===== src/rtl/shift_pkg.sv =====
// Shared constants for the four-bit shift circuit: default data width and
// the direction encoding carried on right_shift.
package shift_pkg;

    localparam int SHIFT_WIDTH = 4;

    typedef enum logic {
        SHIFT_LEFT  = 1'b0,
        SHIFT_RIGHT = 1'b1
    } shift_dir_e;

endpackage : shift_pkg


===== src/rtl/shift_unit.sv =====
// Combinational one-bit shifter. Logical shift by default; defining ROTATE_EN
// turns it into a one-bit rotate (the bit shifted out becomes the fill bit).
module shift_unit
    import shift_pkg::*;
#(
    parameter int WIDTH = SHIFT_WIDTH
) (
    input  logic [WIDTH-1:0] operand_i,
    input  shift_dir_e       dir_i,
    output logic [WIDTH-1:0] result_o
);

    logic fill;

    always_comb begin
        fill     = 1'b0;
        result_o = '0;
        if (dir_i == SHIFT_RIGHT) begin
`ifdef ROTATE_EN
            fill = operand_i[0];
`else
            fill = 1'b0;
`endif
            result_o = {fill, operand_i[WIDTH-1:1]};
        end else begin
`ifdef ROTATE_EN
            fill = operand_i[WIDTH-1];
`else
            fill = 1'b0;
`endif
            result_o = {operand_i[WIDTH-2:0], fill};
        end
    end

endmodule : shift_unit


===== src/rtl/four_bit_shift_circuit.sv =====
// Registered one-bit shifter: data_out is loaded every clock with data_in
// shifted toward right_shift's direction. Fill behaviour set by ROTATE_EN.
module four_bit_shift_circuit
    import shift_pkg::*;
#(
    parameter int WIDTH = SHIFT_WIDTH
) (
    input  logic             clock,
    input  logic             reset,
    input  logic             right_shift,
    input  logic [WIDTH-1:0] data_in,
    output logic [WIDTH-1:0] data_out
);

    logic [WIDTH-1:0] data_d;
    logic [WIDTH-1:0] data_q;

    shift_unit #(
        .WIDTH (WIDTH)
    ) u_shift_unit (
        .operand_i (data_in),
        .dir_i     (shift_dir_e'(right_shift)),
        .result_o  (data_d)
    );

    // No enable: the register reloads on every edge outside reset.
    always_ff @(posedge clock or posedge reset) begin
        if (reset) begin
            data_q <= '0;
        end else begin
            data_q <= data_d;
        end
    end

    assign data_out = data_q;

endmodule : four_bit_shift_circuit


===== config.mk =====
export PLATFORM = sky130hd
export DESIGN_NAME = four_bit_shift_circuit
export DESIGN_NICKNAME = d
export VERILOG_FILES = /design/src/rtl/shift_pkg.sv /design/src/rtl/shift_unit.sv /design/src/rtl/four_bit_shift_circuit.sv
export SDC_FILE = /design/constraint.sdc
export NUM_CORES = 1
export LEC_CHECK = 0
export CAP_MARGIN = 10
export CORE_AREA = 4 4 41 43
export CTS_CLUSTER_SIZE = 8
export DETAILED_ROUTE_END_ITERATION = 12
export DIE_AREA = 0 0 45 47
export PLACE_DENSITY = 0.34
export RECOVER_POWER = 100
export SLEW_MARGIN = 30
export SYNTH_ARGS = -nofsm -noshare
export SYNTH_HDL_FRONTEND = slang
export SYNTH_SLANG_ARGS = --single-unit
export TNS_END_PERCENT = 5

===== constraint.sdc =====
create_clock -name clock -period 0.8 [get_ports clock]
set_input_delay 0.16 -clock clock [delete_from_list [all_inputs] [get_ports clock]]
set_output_delay 0.16 -clock clock [all_outputs]
set_load 0.1 [all_outputs]

Word-level counts from Yosys, hierarchy flattened
Index checks and enable logic that the tools add are counted.
{"block": "totals", "register_bits": 4, "out_inout_bits": 4}
{"block": "classes", "n_mux": 1}
{"op": "4-bit two-way mux", "count": 1}

Depth between registers and ports, before layout
Gate-level depths: netlist of the first run.
{"block": "logic_depth", "word_depth": 1, "depth_mapped": 1, "ltp_nobuf": 1}

Modules after synthesis
Synthesis of the first run repeated with hierarchy kept, for this count alone.
{"block": "unflattened", "cells_unflattened": 9, "hier_area_um2": 142.6}
{"mod": "four_bit_shift_circuit", "n_inst": 1, "cells_per_inst": 5, "area_per_inst_um2": 103.8, "seq_area_each_um2": 100.1}
{"mod": "shift_unit", "n_inst": 1, "cells_per_inst": 4, "area_per_inst_um2": 38.8, "seq_area_each_um2": 0.0}

Worst setup path after synthesis of the first run
Ideal clock, no wire load.
{"block": "synth_timing", "path_kind": "reg-to-output", "start": "register data_q[0] (netlist: data_out[0])", "end": "output port data_out[0]", "arrival_ns": 0.883, "required_time_ns": 0.640, "path_slack_ns": -0.243, "stages_incl_launch_ff": 1, "path_buffers": 0, "cell_sequence": "dfrtp_1"}
{"item": "from (decl)", "line": "four_bit_shift_circuit.sv:16", "text": "logic [WIDTH-1:0] data_q;"}
{"item": "from (signal assigned)", "line": "four_bit_shift_circuit.sv:31", "text": "data_q <= data_d;"}
{"item": "to (decl)", "line": "four_bit_shift_circuit.sv:12", "text": "output logic [WIDTH-1:0] data_out"}
No word-level cell between the ends.

Final worst setup path of the first run
{"block": "layout_timing", "start": "register data_q[0] (netlist: data_out[0])", "end": "output port data_out[0]"}
No word-level cell between the ends.

==> results of run 1 <==
stage by stage:
stage / std cells / setup WS (ns) / power, mW
3_5_place_dp: 34 / -0.352 / 0.436
4_1_cts: 37 / -0.241 / 0.689
6_report: 37 / -0.227 / 0.665
3_3_place_gp: 34 / -0.353 / 0.436
2_1_floorplan: 9 / -0.00565 / 0.340
5_1_grt: 37 / -0.256 / 0.716
routing by layer:
metal  part of all wire, %  up-vias  global-route usage (%)
met5                     0        -                       0
met4                     0        0                    7.02
met3                    20        0                    2.30
met2                    38       11                    3.39
met1                    42       38                    3.89
li1                      -       54                       -
power groups by stage:
stage	Sequential, mW	Clock (mW)	Combinational [mW]
6_report	0.230	0.238	0.197
5_1_grt	0.230	0.281	0.204
4_1_cts	0.230	0.257	0.202
3_5_place_dp	0.233	0	0.203
3_3_place_gp	0.233	0	0.204
2_1_floorplan	0.323	0	0.0166
placed cells by master, fill, tap and decap left out:
master / synthesis / routed
inv_1: 1 / 1
buf_12: 0 / 4
and2b_2: 1 / 1
dlygate4sd2_1: 0 / 1
and2_2: 1 / 1
mux2_2: 2 / 2
clkdlybuf4s50_1: 0 / 2
dlygate4sd3_1: 0 / 3
dfrtp_4: 0 / 1
clkbuf_4: 0 / 3
dfrtp_2: 0 / 3
layout make-up:
type | count | area (um^2)
fillers | 149 | 971
repair buffers | 10 | 139
flip-flops and latches | 4 | 108
multi-input cells | 4 | 38.8
clock buffers | 3 | 22.5
well taps | 15 | 18.8
inverters | 1 | 3.75
cell families after synthesis:
logic type	synth area share, %
flip-flops	70.2
multiplexers	15.8
AND/OR/NAND/NOR	11.4
buffers and inverters	2.63
repair_timing:
item | 4_1_cts | 5_1_grt
gates resized for setup | 1 | 0
hold buffers | 0 | 0
pin swaps | 0 | 0
setup endpoints to repair | 6 | 4
cells in the mapped netlist:
master,number,share of area (%)
and2b_2,1,6.1
and2_2,1,5.3
inv_1,1,2.6
dfrtp_1,4,70
mux2_2,2,16
path summary, 6_finish.rpt:
path / cells after the start / startpoint / to
min in group clock: 2 / right_shift / data_out[0]$_DFF_PP0_
max in group asynchronous: 2 / reset / data_out[0]$_DFF_PP0_
worst max-delay path: 1 / data_out[0]$_DFF_PP0_ / data_out[0]
worst min-delay path: 2 / reset / data_out[0]$_DFF_PP0_
==> qor.txt, run 1 <==
Outcome = finished, violations left
Failing checks = setup timing
Vias in the first global route = 112
Hold Slack = 0.249 ns
Crit end category = primary output
Worst-Margin Slew = 0.137 ns
Die area = 2120 um^2
Count of cell types in the netlist = 5
Vias per inst = 2.78
Tmin final = 1.03 ns
Worst setup SP type = register
Routed len/inst = 7.76 um
Fmax = 0.974 GHz
CP arrival = 0.87 ns
Number of flip-flops in the largest register = 4
Slowest stage delay, CP = 0.47 ns
CTS Buffer Depth = 2
Initial antenna violation count = 0
Post-synthesis sequential area ratio = 70.2%
DRT iter0 DRCs = 0
Sw Pwr = 0.196 mW
CTS Buf Count = 3
Port buffer count = 10
Rows = 13
Final nets = 31
Worst slew margin = 90.9%
Post-CTS setup buffers = 0
Tot GR Track Use = 3.72%
Chip height = 47 um
Largest net degree at the start of global routing = 5
Max Cap Viol = 0
CTS root buf = clkbuf_4
Initial core utilization = 11.0%
RSZ-0062 raised after global routing = yes
Period utilization = 128%
Critical path data required time = 0.64 ns
Ant. Diodes = 0
First-pass GRT wire length = 441 um
Synth Cell Area = 143 um^2
Synthesis Warnings = 0
TritonRoute pass-1 iters = 1
Worst hold path type = input pin to asynchronous set/reset pin
Post-Route Utilization = 25.4%
RD Place Congestion = 0.602
Mapped Nets = 16
Fin. Hold Viols = 0
Layout cells sized above 1 = 68.2%
DRC viols = 0
Worst setup path category = register to primary output
CP max FO = 1
Core area = 1300 um^2
Yosys reg bits = 4
Switching share of power = 29.5%
VDD IR max = 0.493 mV
Final setup margin = -0.227 ns
Clk slew on worst S/H paths = 0.03 ns
Final WL = 287 um
Total clock sinks = 4
Post-route ant nets = 0
Area after DPL = 309 um^2
Kind of cell adding the most delay to the critical path = flip-flops
Die W = 45 um
Crit path cell chain = buf_12
Int Power = 0.469 mW
Crit-path slowest cell = dfrtp_4
Clk pwr share = 35.8%
Share of power burned in registers = 34.6%
IO Count = 11
Syn_area_per_cell = 15.8 um^2
Area grow syn2layout = 132%
Final Setup Violations = 6
Max-slew violations = 0
TritonCTS clock tree = yes
Leak = 0.142 nW
Final instance area = 330 um^2
Power Dens Cells = 2010 nW/um^2
Cells after Synth = 9
Comb power frac = 29.6%
Crit path buffers/inverters = 1
Remaining Overflow, GRT = 0
H-tree levels = 1
DR vias = 103
Final TNS setup = -0.810 ns
No activity file was read; power rests on OpenSTA's default activity.
==> run 2, diff against run 1 <==
CAP_MARGIN = 0   (was 10)
==> results of run 2 <==
Same layout as run 1: the final DEF is identical, and so are final timing and power.
==> run 3, diff against run 2 <==
clock period = 1.3 ns   (was 0.8 ns; I/O delays follow)
==> run 3 against run 2 <==
Non-clock buffer count unchanged. Critical endpoint unchanged. Cell count is the same. Largest cell class is now flip-flops and latches. Hold slack improved by 0.10 ns. Die area unchanged. Combinational power fell by 48%. Sequential cell count did not move. The run now ends clean. Sequential power is 41% lower. Critical path type unchanged. Setup slack improved by 0.41 ns. Critical path depth did not move.
==> qor.txt, run 3 (synthesized netlist as in run 1, its figures left out) <==
Clk slew on worst S/H paths = 0.03 ns (about the same)
Area after DPL = 302 um^2 (-2.4%)
Slowest stage delay, CP = 0.32 ns (-0.15 ns)
Final nets = 31 (unchanged)
Final instance area = 274 um^2 (-17%)
Kind of cell adding the most delay to the critical path = buffers and inverters
Core area = 1300 um^2 (unchanged)
Port buffer count = 10 (unchanged)
Worst slew margin = 79.7% (-11 points)
Final setup margin = 0.179 ns (+0.407 ns)
TritonCTS clock tree = yes
Commonest cells after routing, fill and taps aside = 7 x clkbuf_4, 4 x dfrtp_1, 4 x clkdlybuf4s50_1
Routed len/inst = 7.92 um (+2.1%)
Layout cells sized above 1 = 50.0% (-18 points)
Worst setup path category = register to primary output
Worst-Margin Slew = 0.306 ns (+0.169 ns)
Total clock sinks = 4 (unchanged)
Worst hold path type = input pin to asynchronous set/reset pin
Leak = 0.127 nW (-10%)
Final Setup Violations = 0 (-6)
RD Place Congestion = 0.586 (-2.7%)
Fmax = 0.892 GHz
Final TNS setup = 0 ns (+0.810 ns)
Rows = 13 (unchanged)
Initial antenna violation count = 0 (unchanged)
DR vias = 109 (+5.8%)
Crit-path slowest cell = clkbuf_4
Critical path data required time = 1.04 ns (+0.40 ns)
Crit path cell chain = clkbuf_4
Post-route ant nets = 0 (unchanged)
IO Count = 11 (unchanged)
Outcome = completed
Max Cap Viol = 0 (unchanged)
Final WL = 293 um (+2.1%)
Vias in the first global route = 117 (+4.5%)
Commonest non-fill, non-tap cell in the layout = clkbuf_4
Post-CTS setup buffers = 0 (unchanged)
Largest net degree at the start of global routing = 5 (unchanged)
Power Dens Cells = 1400 nW/um^2 (-31%)
TritonRoute pass-1 iters = 2 (+1)
CTS Buffer Depth = 2 (unchanged)
Chip height = 47 um (unchanged)
Crit end category = primary output
RSZ-0062 raised after global routing = no
Post-cts resize count = 0 (-1)
Cts hold-fix bufs = 0 (unchanged)
Die W = 45 um (unchanged)
First-pass GRT wire length = 407 um (-7.7%)
CP startpoint = data_out[0]$_DFF_PP0_
CTS root buf = clkbuf_4
Vias per inst = 2.95 (+5.8%)
H-tree levels = 1 (unchanged)
DRC viols = 0 (unchanged)
Remaining Overflow, GRT = 0 (unchanged)
CP arrival = 0.86 ns (about the same)
Crit path buffers/inverters = 1 (unchanged)
Tot GR Track Use = 3.41% (-0.31 points)
Ant. Diodes = 0 (unchanged)
VDD IR max = 0.303 mV (-38%)
DRT iter0 DRCs = 1 (+1)
CTS Buf Count = 3 (unchanged)
Number of flip-flops in the largest register = 4 (unchanged)
Max-slew violations = 0 (unchanged)
Power Total = 0.383 mW (-42%)
Tmin final = 1.12 ns
Die area = 2120 um^2 (unchanged)
Filler cells = 152 (+2.0%)
Period utilization = 86.2%
Fin. Hold Viols = 0 (unchanged)
Worst setup SP type = register
Pre-CTS setup slack = 0.0479 ns (+0.400 ns)
Initial core utilization = 11.0% (unchanged)
Area grow syn2layout = 92.1%
CP max FO = 1 (unchanged)
## run 3: cell types whose count changed in the layout (fill, tap and decap cells not counted), sizes merged
cell and change:
dlygate4sd2 -1, buf -4, dlygate4sd3 -1, clkdlybuf4s50 +2, clkbuf +4
## run 3: worst paths after layout
| kind | to | cells after the start |
|---|---|---|
| setup / recovery | data_out[0] | 1 |
| min in group clock | data_out[1]$_DFF_PP0_ | 2 |
| hold / removal | data_out[2]$_DFF_PP0_ | 2 |
| max in group asynchronous | data_out[0]$_DFF_PP0_ | 2 |
## run 3: per-layer routing
metal	vias up	wire length, um	track usage [%]
met4	0	0	8.77
met2	10	110	2.82
li1	54	-	-
met1	45	141	3.23
met5	-	0	0
met3	0	41	1.53
## run 3: cell type report
| class | instances | area, um^2 | share of cell area [%] |
|---|---|---|---|
| sequential | 4 | 100 | 36.5 |
| timing repair buffer | 10 | 90.1 | 32.9 |
| multi-input combinational | 4 | 38.8 | 14.2 |
| clock buffer | 3 | 22.5 | 8.22 |
| tap | 15 | 18.8 | 6.85 |
| inverter | 1 | 3.75 | 1.37 |
## run 3: through the flow
step	std cells	hold slack [ns]	util, %
after floorplan	9	0.0261	-
after global placement	34	0.461	23.2
after detailed placement	34	0.454	23.2
after CTS	37	0.213	24.9
after global routing	37	0.376	21.1
final	37	0.354	21.1
## run 3: report_power, final
part	total (mW)	switching [mW]	internal, mW
Combinational	0.102	0.0716	0.0306
Clock	0.146	0.0434	0.103
Sequential	0.135	0.00164	0.133
Total	0.383	0.117	0.266
